[src/rtl/water_flow_supervisor.sv]
// ---------------------------------------------------------------------------
// water_flow_supervisor
//
// Watches the water-level sensor and checks that it moves the way the
// current mode says it should. Fill must rise and drain must fall by at
// least THRESHOLD counts within TIME_LIMIT monitor cycles. Hold must stay
// within HOLD_TOL of the level captured at the baseline. A level above
// MAX_LEVEL is an overflow in every mode. The first fault is latched in
// err_code until software pulses err_clr, and each fault entry is counted.
//
// Ports
//   clk                 in   rising-edge system clock
//   reset               in   asynchronous, active-low reset
//   enable              in   supervisor enable
//   mode                in   [1:0] 00 idle, 01 fill, 10 drain, 11 hold
//   water_level_sensor  in   [LEVEL_W-1:0] current water level
//   err_clr             in   single-cycle pulse; acknowledges a latched fault
//   error_flag          out  high while in FAULT
//   err_code            out  [2:0] 0 none, 1 fill stall, 2 drain stall,
//                                  3 leak, 4 overflow, 5 inflow
//   progress            out  one-cycle pulse when the baseline advances
//   timer               out  [CNT_W-1:0] non-progress cycles since baseline
//   fault_count         out  [7:0] FAULT entries, saturating at 255
//   state_dbg           out  [1:0] current FSM state (IDLE/BASELINE/MONITOR/FAULT)
//
// Every output comes straight from a flop.
// ---------------------------------------------------------------------------
module water_flow_supervisor #(
  parameter int LEVEL_W    = 10,
  parameter int THRESHOLD  = 10,
  parameter int TIME_LIMIT = 5,
  parameter int HOLD_TOL   = 4,
  parameter int MAX_LEVEL  = 1000,
  parameter int CNT_W      = 16
) (
  input  logic               clk,
  input  logic               reset,
  input  logic               enable,
  input  logic [1:0]         mode,
  input  logic [LEVEL_W-1:0] water_level_sensor,
  input  logic               err_clr,
  output logic               error_flag,
  output logic [2:0]         err_code,
  output logic               progress,
  output logic [CNT_W-1:0]   timer,
  output logic [7:0]         fault_count,
  output logic [1:0]         state_dbg
);

  localparam logic [1:0] ST_IDLE     = 2'd0;
  localparam logic [1:0] ST_BASELINE = 2'd1;
  localparam logic [1:0] ST_MONITOR  = 2'd2;
  localparam logic [1:0] ST_FAULT    = 2'd3;

  localparam logic [1:0] MODE_IDLE  = 2'b00;
  localparam logic [1:0] MODE_FILL  = 2'b01;
  localparam logic [1:0] MODE_DRAIN = 2'b10;
  localparam logic [1:0] MODE_HOLD  = 2'b11;

  localparam logic [2:0] CODE_NONE        = 3'd0;
  localparam logic [2:0] CODE_FILL_STALL  = 3'd1;
  localparam logic [2:0] CODE_DRAIN_STALL = 3'd2;
  localparam logic [2:0] CODE_LEAK        = 3'd3;
  localparam logic [2:0] CODE_OVERFLOW    = 3'd4;
  localparam logic [2:0] CODE_INFLOW      = 3'd5;

  // Level arithmetic is done one bit wider than the sensor so that
  // baseline+THRESHOLD and sensor+THRESHOLD can never wrap.
  localparam int XW = LEVEL_W + 1;
  localparam logic [XW-1:0]    THR_X     = XW'(THRESHOLD);
  localparam logic [XW-1:0]    TOL_X     = XW'(HOLD_TOL);
  localparam logic [XW-1:0]    MAX_X     = XW'(MAX_LEVEL);
  localparam logic [CNT_W-1:0] LAST_TICK = CNT_W'(TIME_LIMIT - 1);

  logic [1:0]         state_q, state_d;
  logic [LEVEL_W-1:0] baseline_q, baseline_d;
  logic [1:0]         last_mode_q, last_mode_d;
  logic [CNT_W-1:0]   timer_q, timer_d;
  logic               error_flag_q, error_flag_d;
  logic [2:0]         err_code_q, err_code_d;
  logic               progress_q, progress_d;
  logic [7:0]         fault_count_q, fault_count_d;

  logic [XW-1:0] sen_x;
  logic [XW-1:0] base_x;
  logic          active;
  logic          overflow;
  logic          fill_prog;
  logic          drain_prog;
  logic          leak;
  logic          inflow;
  logic          fault_go;
  logic [2:0]    fault_code;

  assign sen_x      = {1'b0, water_level_sensor};
  assign base_x     = {1'b0, baseline_q};
  assign active     = enable && (mode != MODE_IDLE);
  assign overflow   = sen_x > MAX_X;
  assign fill_prog  = sen_x >= (base_x + THR_X);
  // A baseline below THRESHOLD can never satisfy this, which is intended.
  assign drain_prog = (sen_x + THR_X) <= base_x;
  assign leak       = (base_x > sen_x) && ((base_x - sen_x) > TOL_X);
  assign inflow     = (sen_x > base_x) && ((sen_x - base_x) > TOL_X);

  always_comb begin
    state_d       = state_q;
    baseline_d    = baseline_q;
    last_mode_d   = last_mode_q;
    timer_d       = timer_q;
    error_flag_d  = error_flag_q;
    err_code_d    = err_code_q;
    progress_d    = 1'b0;
    fault_count_d = fault_count_q;
    fault_go      = 1'b0;
    fault_code    = CODE_NONE;

    case (state_q)
      ST_IDLE: begin
        timer_d = '0;
        if (active) begin
          state_d = ST_BASELINE;
        end
      end

      ST_BASELINE: begin
        timer_d = '0;
        if (!active) begin
          state_d = ST_IDLE;
        end else begin
          baseline_d  = water_level_sensor;
          last_mode_d = mode;
          state_d     = ST_MONITOR;
        end
      end

      ST_MONITOR: begin
        if (!active) begin
          state_d = ST_IDLE;
          timer_d = '0;
        end else if (overflow) begin
          fault_go   = 1'b1;
          fault_code = CODE_OVERFLOW;
        end else if (mode != last_mode_q) begin
          // A commanded mode switch restarts supervision instead of faulting.
          state_d = ST_BASELINE;
          timer_d = '0;
        end else if ((mode == MODE_FILL && fill_prog) ||
                     (mode == MODE_DRAIN && drain_prog)) begin
          // Progress beats a timeout that would otherwise land this cycle.
          baseline_d = water_level_sensor;
          timer_d    = '0;
          progress_d = 1'b1;
        end else if (mode == MODE_HOLD) begin
          if (leak) begin
            fault_go   = 1'b1;
            fault_code = CODE_LEAK;
          end else if (inflow) begin
            fault_go   = 1'b1;
            fault_code = CODE_INFLOW;
          end else if (timer_q != '1) begin
            // Hold never times out; the timer just saturates.
            timer_d = timer_q + 1'b1;
          end
        end else begin
          timer_d = timer_q + 1'b1;
          if (timer_q == LAST_TICK) begin
            fault_go   = 1'b1;
            fault_code = (mode == MODE_FILL) ? CODE_FILL_STALL : CODE_DRAIN_STALL;
          end
        end
      end

      ST_FAULT: begin
        // Only an explicit acknowledge leaves FAULT; mode/enable are ignored.
        if (err_clr) begin
          error_flag_d = 1'b0;
          err_code_d   = CODE_NONE;
          timer_d      = '0;
          state_d      = active ? ST_BASELINE : ST_IDLE;
        end
      end

      default: begin
        state_d = ST_IDLE;
        timer_d = '0;
      end
    endcase

    if (fault_go) begin
      state_d      = ST_FAULT;
      error_flag_d = 1'b1;
      err_code_d   = fault_code;
      if (fault_count_q != 8'hFF) begin
        fault_count_d = fault_count_q + 8'd1;
      end
    end
  end

  always_ff @(posedge clk or negedge reset) begin
    if (!reset) begin
      state_q       <= ST_IDLE;
      baseline_q    <= '0;
      last_mode_q   <= MODE_IDLE;
      timer_q       <= '0;
      error_flag_q  <= 1'b0;
      err_code_q    <= CODE_NONE;
      progress_q    <= 1'b0;
      fault_count_q <= 8'd0;
    end else begin
      state_q       <= state_d;
      baseline_q    <= baseline_d;
      last_mode_q   <= last_mode_d;
      timer_q       <= timer_d;
      error_flag_q  <= error_flag_d;
      err_code_q    <= err_code_d;
      progress_q    <= progress_d;
      fault_count_q <= fault_count_d;
    end
  end

  assign error_flag  = error_flag_q;
  assign err_code    = err_code_q;
  assign progress    = progress_q;
  assign timer       = timer_q;
  assign fault_count = fault_count_q;
  assign state_dbg   = state_q;

endmodule

[config.mk]
export PLATFORM = sky130hd
export DESIGN_NAME = water_flow_supervisor
export DESIGN_NICKNAME = d
export VERILOG_FILES = /design/src/rtl/water_flow_supervisor.sv
export SDC_FILE = /design/constraint.sdc
export NUM_CORES = 1
export LEC_CHECK = 0
export ABC_AREA = 1
export CAP_MARGIN = 20
export CORE_ASPECT_RATIO = 1.1
export CORE_UTILIZATION = 40
export CTS_BUF_LIST = sky130_fd_sc_hd__clkbuf_2 sky130_fd_sc_hd__clkbuf_4 sky130_fd_sc_hd__clkbuf_8
export DETAILED_ROUTE_END_ITERATION = 8
export GPL_ROUTABILITY_DRIVEN = 0
export GPL_TIMING_DRIVEN = 0
export PLACE_DENSITY_LB_ADDON = 0.08
export SLEW_MARGIN = 15
export SYNTH_ARGS = -nofsm -noshare
export SYNTH_HDL_FRONTEND = slang
export SYNTH_SLANG_ARGS = --single-unit
[constraint.sdc]
create_clock -name clk -period 2.88 [get_ports clk]
set_clock_uncertainty 0.1 [all_clocks]
set_input_delay 0.576 -clock clk [delete_from_list [all_inputs] [get_ports clk]]
set_output_delay 0.576 -clock clk [all_outputs]
set_load 0.005 [all_outputs]
==> summary.txt, run 1 <==
Drt
  – DRT Wirelength: 13.3 mm
  – Via count: 4,777
  – Remaining DRCs: 0
  – Routed Antenna Nets: 0
  – Drt first pass iters: 4
  – Wire length per cell: 13.9 µm
  – Via density per instance: 5.00
  – Drt initial violations: 133

Place
  – I/O Buffers: 46
  – Placed cell count: 919
  – Detailed placement HPWL: 9.78 mm
  – DP Area: 0.00519 mm²
  – Post-place setup slack: -1060 ps

CTS
  – Clock sinks: 43
  – Cts bufs inserted: 5
  – Clock tree from TritonCTS: built
  – CTS clk-pin slew, worst paths: 100 ps
  – Worst-Skew Late Latency: 310 ps
  – CTS Buffer Depth: 2
  – Root Driver: clkbuf_8
  – Hold_buf cts: 0
  – H-tree Lvls: 2

Power
  – Max IR drop VDD: 0.000284 V
  – P per Cell Area: 611 mW/mm²
  – Leakage: 0.00300 µW
  – Power Total: 3680 µW

Synthesis
  – Mean post-synth cell area: 6.24 µm²
  – Ys Warns: 0
  – Asr flop ratio synth: 1.00
  – Yosys top cell area share: 0.238
  – Yosys reg bits: 43
  – Mapped Area: 0.00453 mm²
  – Syn_nets: 785
  – Prevailing post-synth register cell: dfrtp_1
  – Synth unique cells: 31
  – Top cells by area, synth: dfrtp_1, nand2_1, ha_1
  – Post-synthesis instance total: 725
  – Seq/Total Area, Yosys: 0.238
  – EDFF count, synth: 0
  – Post-synth top area cell: dfrtp_1

Global route
  – Largest net degree at the start of global routing: 24
  – Via count of the first global-routing pass: 4,665
  – Initial antenna violation count: 0
  – Grt total ovfl: 0
  – First-pass GRT wire length: 21.9 mm
  – Gr usage total: 0.237

STA
  – Fin crit share: 1.03
  – Slew @ Worst Pin: 666 ps
  – Peak Freq: 336 MHz
  – Worst setup slack after layout: -92.3 ps
  – Minimum clock period: 2970 ps
  – Final Max Slew Viols: 0
  – Setup Viol. Count Final: 34
  – Setup TNS: -2200 ps
  – Final hold violations: 0
  – RSZ-0062 raised after global routing: true
  – Slew headroom: 0.556

Min path
  – Worst min-delay path class: input pin to asynchronous set/reset pin

Floorplan
  – Die width: 103 µm
  – Die area: 0.0117 mm²
  – # rows: 40
  – Initial core utilization: 0.413
  – Die height: 114 µm
  – # IOs: 47
  – Core area: 0.0110 mm²

Finish
  – Layout area overhead: 33.2%
  – Layout cell share with drive strength beyond 1: 0.193
  – Antenna cells: 0
  – Final layout net count: 867
  – Final instance area: 0.00603 mm²
  – Final Non-Filler Cells: 955

Setup path
  – Flop-to-flop setup slack: -90 ps
  – Worst r2r src: baseline_q[3]
  – CP endpoint kind: flop
  – CP Class: flop to flop
  – Setup crit end: fault_count[5]
  – CP Max Fanout: 8
  – CP Data Required Time: 2990 ps
  – Arrival time of the worst setup path: 3080 ps
  – Reg2reg end: fault_count[5]
  – Crit start category: flop
  – Worst R2R Path Depth: 22
  – CP startpoint: baseline_q[3]

Job
  – Max cap viols: 0

Run status
  – Failing checks: setup timing
  – Status: complete, but fails checks
[worst max-delay path, stage by stage (launching register included)]
cell and delay [ps]:
dfrtp_2 480, inv_1 130, o21ai_2 90, buf_4 140, xor2_1 130, ha_1 290
nand2_1 70, nand2_1 60, a21oi_2 120, nand2_1 60, nand2_1 60, nand3_1 80
nand2_1 60, nand2_1 60, nand2_2 110, buf_6 110, nand3_4 80, nor2_4 150
nand2_4 70, nand2_4 100, nand3_4 140, nand2_1 110, nand2_1 50
[registers in the layout, summed over array words and instances (netlist names)]
signal / count
state_dbg: 2
err_code: 3
timer: 16
baseline_q: 10
fault_count: 8
last_mode_q: 2
error_flag: 1
progress: 1
[through the flow]
stage	hold slack, ps	util
after global routing	169	0.550
after floorplan	180	-
final	143	0.550
after global placement	370	0.472
after detailed placement	381	0.473
after CTS	149	0.529
[metal layers]
layer | track usage | up-vias | wire (µm) | part of all wire
li1 | - | 2468 | - | -
met1 | 0.283 | 2198 | 5800 | 0.44
met2 | 0.432 | 92 | 6860 | 0.52
met3 | 0.0288 | 19 | 385 | 0.029
met4 | 0.0742 | 0 | 240 | 0.018
met5 | 0 | - | 0 | 0
[logic make-up (layout without fill, tap and decap cells)]
family	after synthesis	in the layout	synth area share
and+or+nand+nor	445	446	0.422
buffers and inverters	116	198	0.0993
adders and majority gates	44	44	0.123
AOI/OAI and AO/OA	43	43	0.0520
DFF	43	43	0.238
xor gates and xnor gates	34	34	0.0658
[cell usage in the layout, fill, tap and decap left out, types with 10 or more instances in the layout]
| cell | instances |
|---|---|
| buf_4 | 16 |
| nor2_1 | 72 |
| inv_1 | 90 |
| nand2_1 | 197 |
| inv_2 | 10 |
| nand3_1 | 72 |
| nand3_2 | 13 |
| xor2_1 | 30 |
| ha_1 | 31 |
| dfrtp_1 | 39 |
| clkdlybuf4s50_1 | 35 |
| a21oi_1 | 14 |
| nor3_1 | 13 |
| nand2_2 | 31 |
| nand4_1 | 20 |
[power breakdown]
| group | internal (µW) | total [µW] | switching [µW] |
|---|---|---|---|
| combinational | 922 | 2330 | 1400 |
| clock | 264 | 519 | 255 |
| sequential | 691 | 836 | 146 |
| total | 1880 | 3680 | 1810 |
[Yosys cell counts (4+ instances only)]
master and instances:
nand2_1 226, inv_1 101, nand3_1 86, nor2_1 82, dfrtp_1 43, ha_1 43, xor2_1 30, nand4_1 20
o21ai_0 19, a21oi_1 17, nor3_1 16, clkbuf_1 8, nand2_2 6, xnor2_1 4
[cell type report]
class | instances | area (µm²)
fill | 1099 | 4930
multi-input combinational | 567 | 3390
sequential | 43 | 1080
timing repair buffer | 74 | 748
inverter | 104 | 398
tap | 147 | 184
buffer | 12 | 111
clock buffer | 5 | 68.8
clock inverter | 3 | 47.5
[what timing repair did]
action,CTS,global route
pin swaps,25,25
endpoints found under the setup margin,41,41
setup buffers,17,8
gates resized for setup,115,60
cloned,3,1
[worst min path at each step]
stage	start	slack, ps	end	depth (start not counted)
finish	reset	140	baseline_q[1]	1
global route	reset	170	baseline_q[2]	1
CTS	reset	150	baseline_q[2]	1
detailed placement	error_flag	380	error_flag	2
global placement	error_flag	370	error_flag	2
floorplan	reset	180	baseline_q[0]	0
Note: power is estimated with default switching activity, not from simulation.
==> run 2: changes to the inputs <==
--- a/config.mk
+++ b/config.mk
@@ -14,6 +14,7 @@
 export GPL_ROUTABILITY_DRIVEN = 0
 export GPL_TIMING_DRIVEN = 0
 export PLACE_DENSITY_LB_ADDON = 0.08
+export SETUP_SLACK_MARGIN = 0.05
 export SLEW_MARGIN = 15
 export SYNTH_ARGS = -nofsm -noshare
 export SYNTH_HDL_FRONTEND = slang
==> run 2 against run 1 <==
  * The flow still finishes with violations (setup timing)
  * Clock power decreased by 14%
  * Register-to-register slack about the same
  * Sequential share of layout area fell by 0.45 points
  * Flip-flop and latch count is the same
  * Via count grew 1.9%
  * Maximum frequency shrank 0.44%
  * Cell area is 2.5% higher
  * Utilization increased by 1.4 points
  * Power grew 4.2%
==> summary.txt, run 2 (same netlist as run 1, synthesis figures left out) <==
Run status
  – Status: complete, but fails checks
  – Failing checks: setup timing

Power
  – Max IR drop VDD: 0.000289 V
  – P per Cell Area: 621 mW/mm²
  – Leakage: 0.00302 µW

Floorplan
  – Core area: 0.0110 mm²
  – # rows: 40
  – Die width: 103 µm
  – Die height: 114 µm
  – Initial core utilization: 0.413
  – # IOs: 47
  – Die area: 0.0117 mm²

Setup path
  – Flop-to-flop setup slack: -110 ps
  – Reg2reg end: baseline_q[5]
  – Setup crit end: baseline_q[5]
  – CP Max Fanout: 5
  – Worst r2r src: baseline_q[1]
  – CP Class: flop to flop
  – CP Data Required Time: 2990 ps
  – Worst R2R Path Depth: 22
  – CP endpoint kind: flop
  – CP startpoint: baseline_q[1]
  – Crit start category: flop
  – Arrival time of the worst setup path: 3090 ps

Finish
  – Largest register FFs: 16
  – # fillers: 1,054
  – Commonest cells after routing, fill and taps aside: nand2_1, inv_1, nand3_1
  – Antenna cells: 0
  – Final layout net count: 873
  – Final instance area: 0.00618 mm²
  – Commonest non-fill, non-tap cell in the layout: nand2_1
  – Layout area overhead: 36.5%
  – Layout cell share with drive strength beyond 1: 0.240

STA
  – Slew @ Worst Pin: 689 ps
  – Minimum clock period: 2990 ps
  – Final Max Slew Viols: 0
  – Final hold violations: 0
  – Worst setup slack after layout: -106 ps
  – Setup Viol. Count Final: 33
  – RSZ-0062 raised after global routing: true
  – Setup TNS: -1930 ps
  – Fin crit share: 1.04
  – Peak Freq: 335 MHz
  – Worst hold slack: 184 ps
  – Slew headroom: 0.540

Drt
  – Via count: 4,868
  – DRT Wirelength: 13.8 mm
  – Drt initial violations: 193
  – Wire length per cell: 14.3 µm
  – Via density per instance: 5.07
  – Remaining DRCs: 0
  – Drt first pass iters: 5
  – Routed Antenna Nets: 0

Min path
  – Worst min-delay path class: input pin to asynchronous set/reset pin

Global route
  – Largest net degree at the start of global routing: 26
  – Via count of the first global-routing pass: 4,688
  – Gr usage total: 0.241
  – First-pass GRT wire length: 22.2 mm
  – Grt total ovfl: 0
  – Initial antenna violation count: 0

Job
  – Max cap viols: 0

CTS
  – Clock sinks: 43
  – CTS clk-pin slew, worst paths: 100 ps
  – Worst-Skew Late Latency: 320 ps
  – Cts bufs inserted: 5
  – Clock tree from TritonCTS: built
  – Hold_buf cts: 0
  – CTS Buffer Depth: 2
  – Root Driver: clkbuf_8
  – H-tree Lvls: 2

Place
  – DP Area: 0.00520 mm²
  – Detailed placement HPWL: 9.90 mm
  – I/O Buffers: 46
==> run 2: cell types whose count changed in the layout (fill, tap and decap cells not counted), sizes merged <==
cell           delta
nand2             -1
dlygate4sd2       -1
buf               +7
clkdlybuf4s15     -2
bufinv            -1
clkbuf            +3
inv               +1
==> run 2: final cells by class <==
class,count,area (µm²),area share
multi-input cells,566,3540,0.572
flip-flops and latches,43,1080,0.175
repair buffers,81,777,0.126
inverters,104,395,0.0640
well taps,147,184,0.0298
plain buffers,12,110,0.0178
clock buffers,5,68.8,0.0111
clock inverters,3,26.3,0.00425
==> run 2: critical path: stages, from the launching register on <==
cell	delay, ps
dfrtp_2	460
ha_4	190
o21ai_4	160
nor2_2	60
nand2_1	60
xor2_1	140
inv_1	80
ha_4	270
nand2_2	40
nor3_2	100
nand3_1	110
nand3_2	80
nand2_2	50
nand2_2	80
nand2_4	70
nand2_4	90
buf_6	120
nand4_1	130
nand2_2	110
nand2_4	80
buf_6	150
nand2_1	60
o21ai_1	70
==> run 2: power breakdown <==
part | total [µW] | switching (µW) | internal (µW)
registers | 837 | 147 | 689
logic | 2550 | 1520 | 1040
clock network | 444 | 265 | 179
total | 3830 | 1930 | 1910
==> run 2: layer usage <==
metal,up-vias,part of all wire,GRT usage
met5,-,0,0
met4,0,0.015,0.0573
met3,16,0.034,0.0239
met2,108,0.51,0.441
met1,2268,0.44,0.300
li1,2476,-,-
==> run 2: worst min-delay path by stage <==
stage | from | to | slack (ps) | depth (start not counted)
global route | reset | baseline_q[1] | 240 | 1
global placement | error_flag | error_flag | 370 | 2
floorplan | reset | baseline_q[0] | 180 | 0
detailed placement | error_flag | error_flag | 380 | 2
CTS | reset | baseline_q[1] | 210 | 1
finish | reset | baseline_q[1] | 180 | 1
==> run 2: what timing repair did <==
action	in CTS	in global routing
endpoints found under the setup margin	41	41
setup buffers	23	7
pin swaps	35	55
resized for setup	124	92
endpoints found under the hold margin	0	0
cloned	4	1
==> run 2: metrics by stage <==
| stage | util | power (µW) | std cells | setup WS, ps |
|---|---|---|---|---|
| after global placement | 0.472 | 2720 | 918 | -984 |
| after global routing | 0.564 | 4190 | 961 | -282 |
| final | 0.564 | 3830 | 961 | -106 |
| after CTS | 0.534 | 3590 | 954 | -108 |
| after detailed placement | 0.475 | 2760 | 919 | -1020 |
| after floorplan | - | 2230 | 725 | 52.9 |
==> run 3: changes to the inputs <==
--- a/config.mk
+++ b/config.mk
@@ -6,7 +6,7 @@
 export NUM_CORES = 1
 export LEC_CHECK = 0
 export ABC_AREA = 1
-export CAP_MARGIN = 20
+export CAP_MARGIN = 10
 export CORE_ASPECT_RATIO = 1.1
 export CORE_UTILIZATION = 40
 export CTS_BUF_LIST = sky130_fd_sc_hd__clkbuf_2 sky130_fd_sc_hd__clkbuf_4 sky130_fd_sc_hd__clkbuf_8
==> results of run 3 <==
Final layout, timing and power as in run 2 (identical DEF).
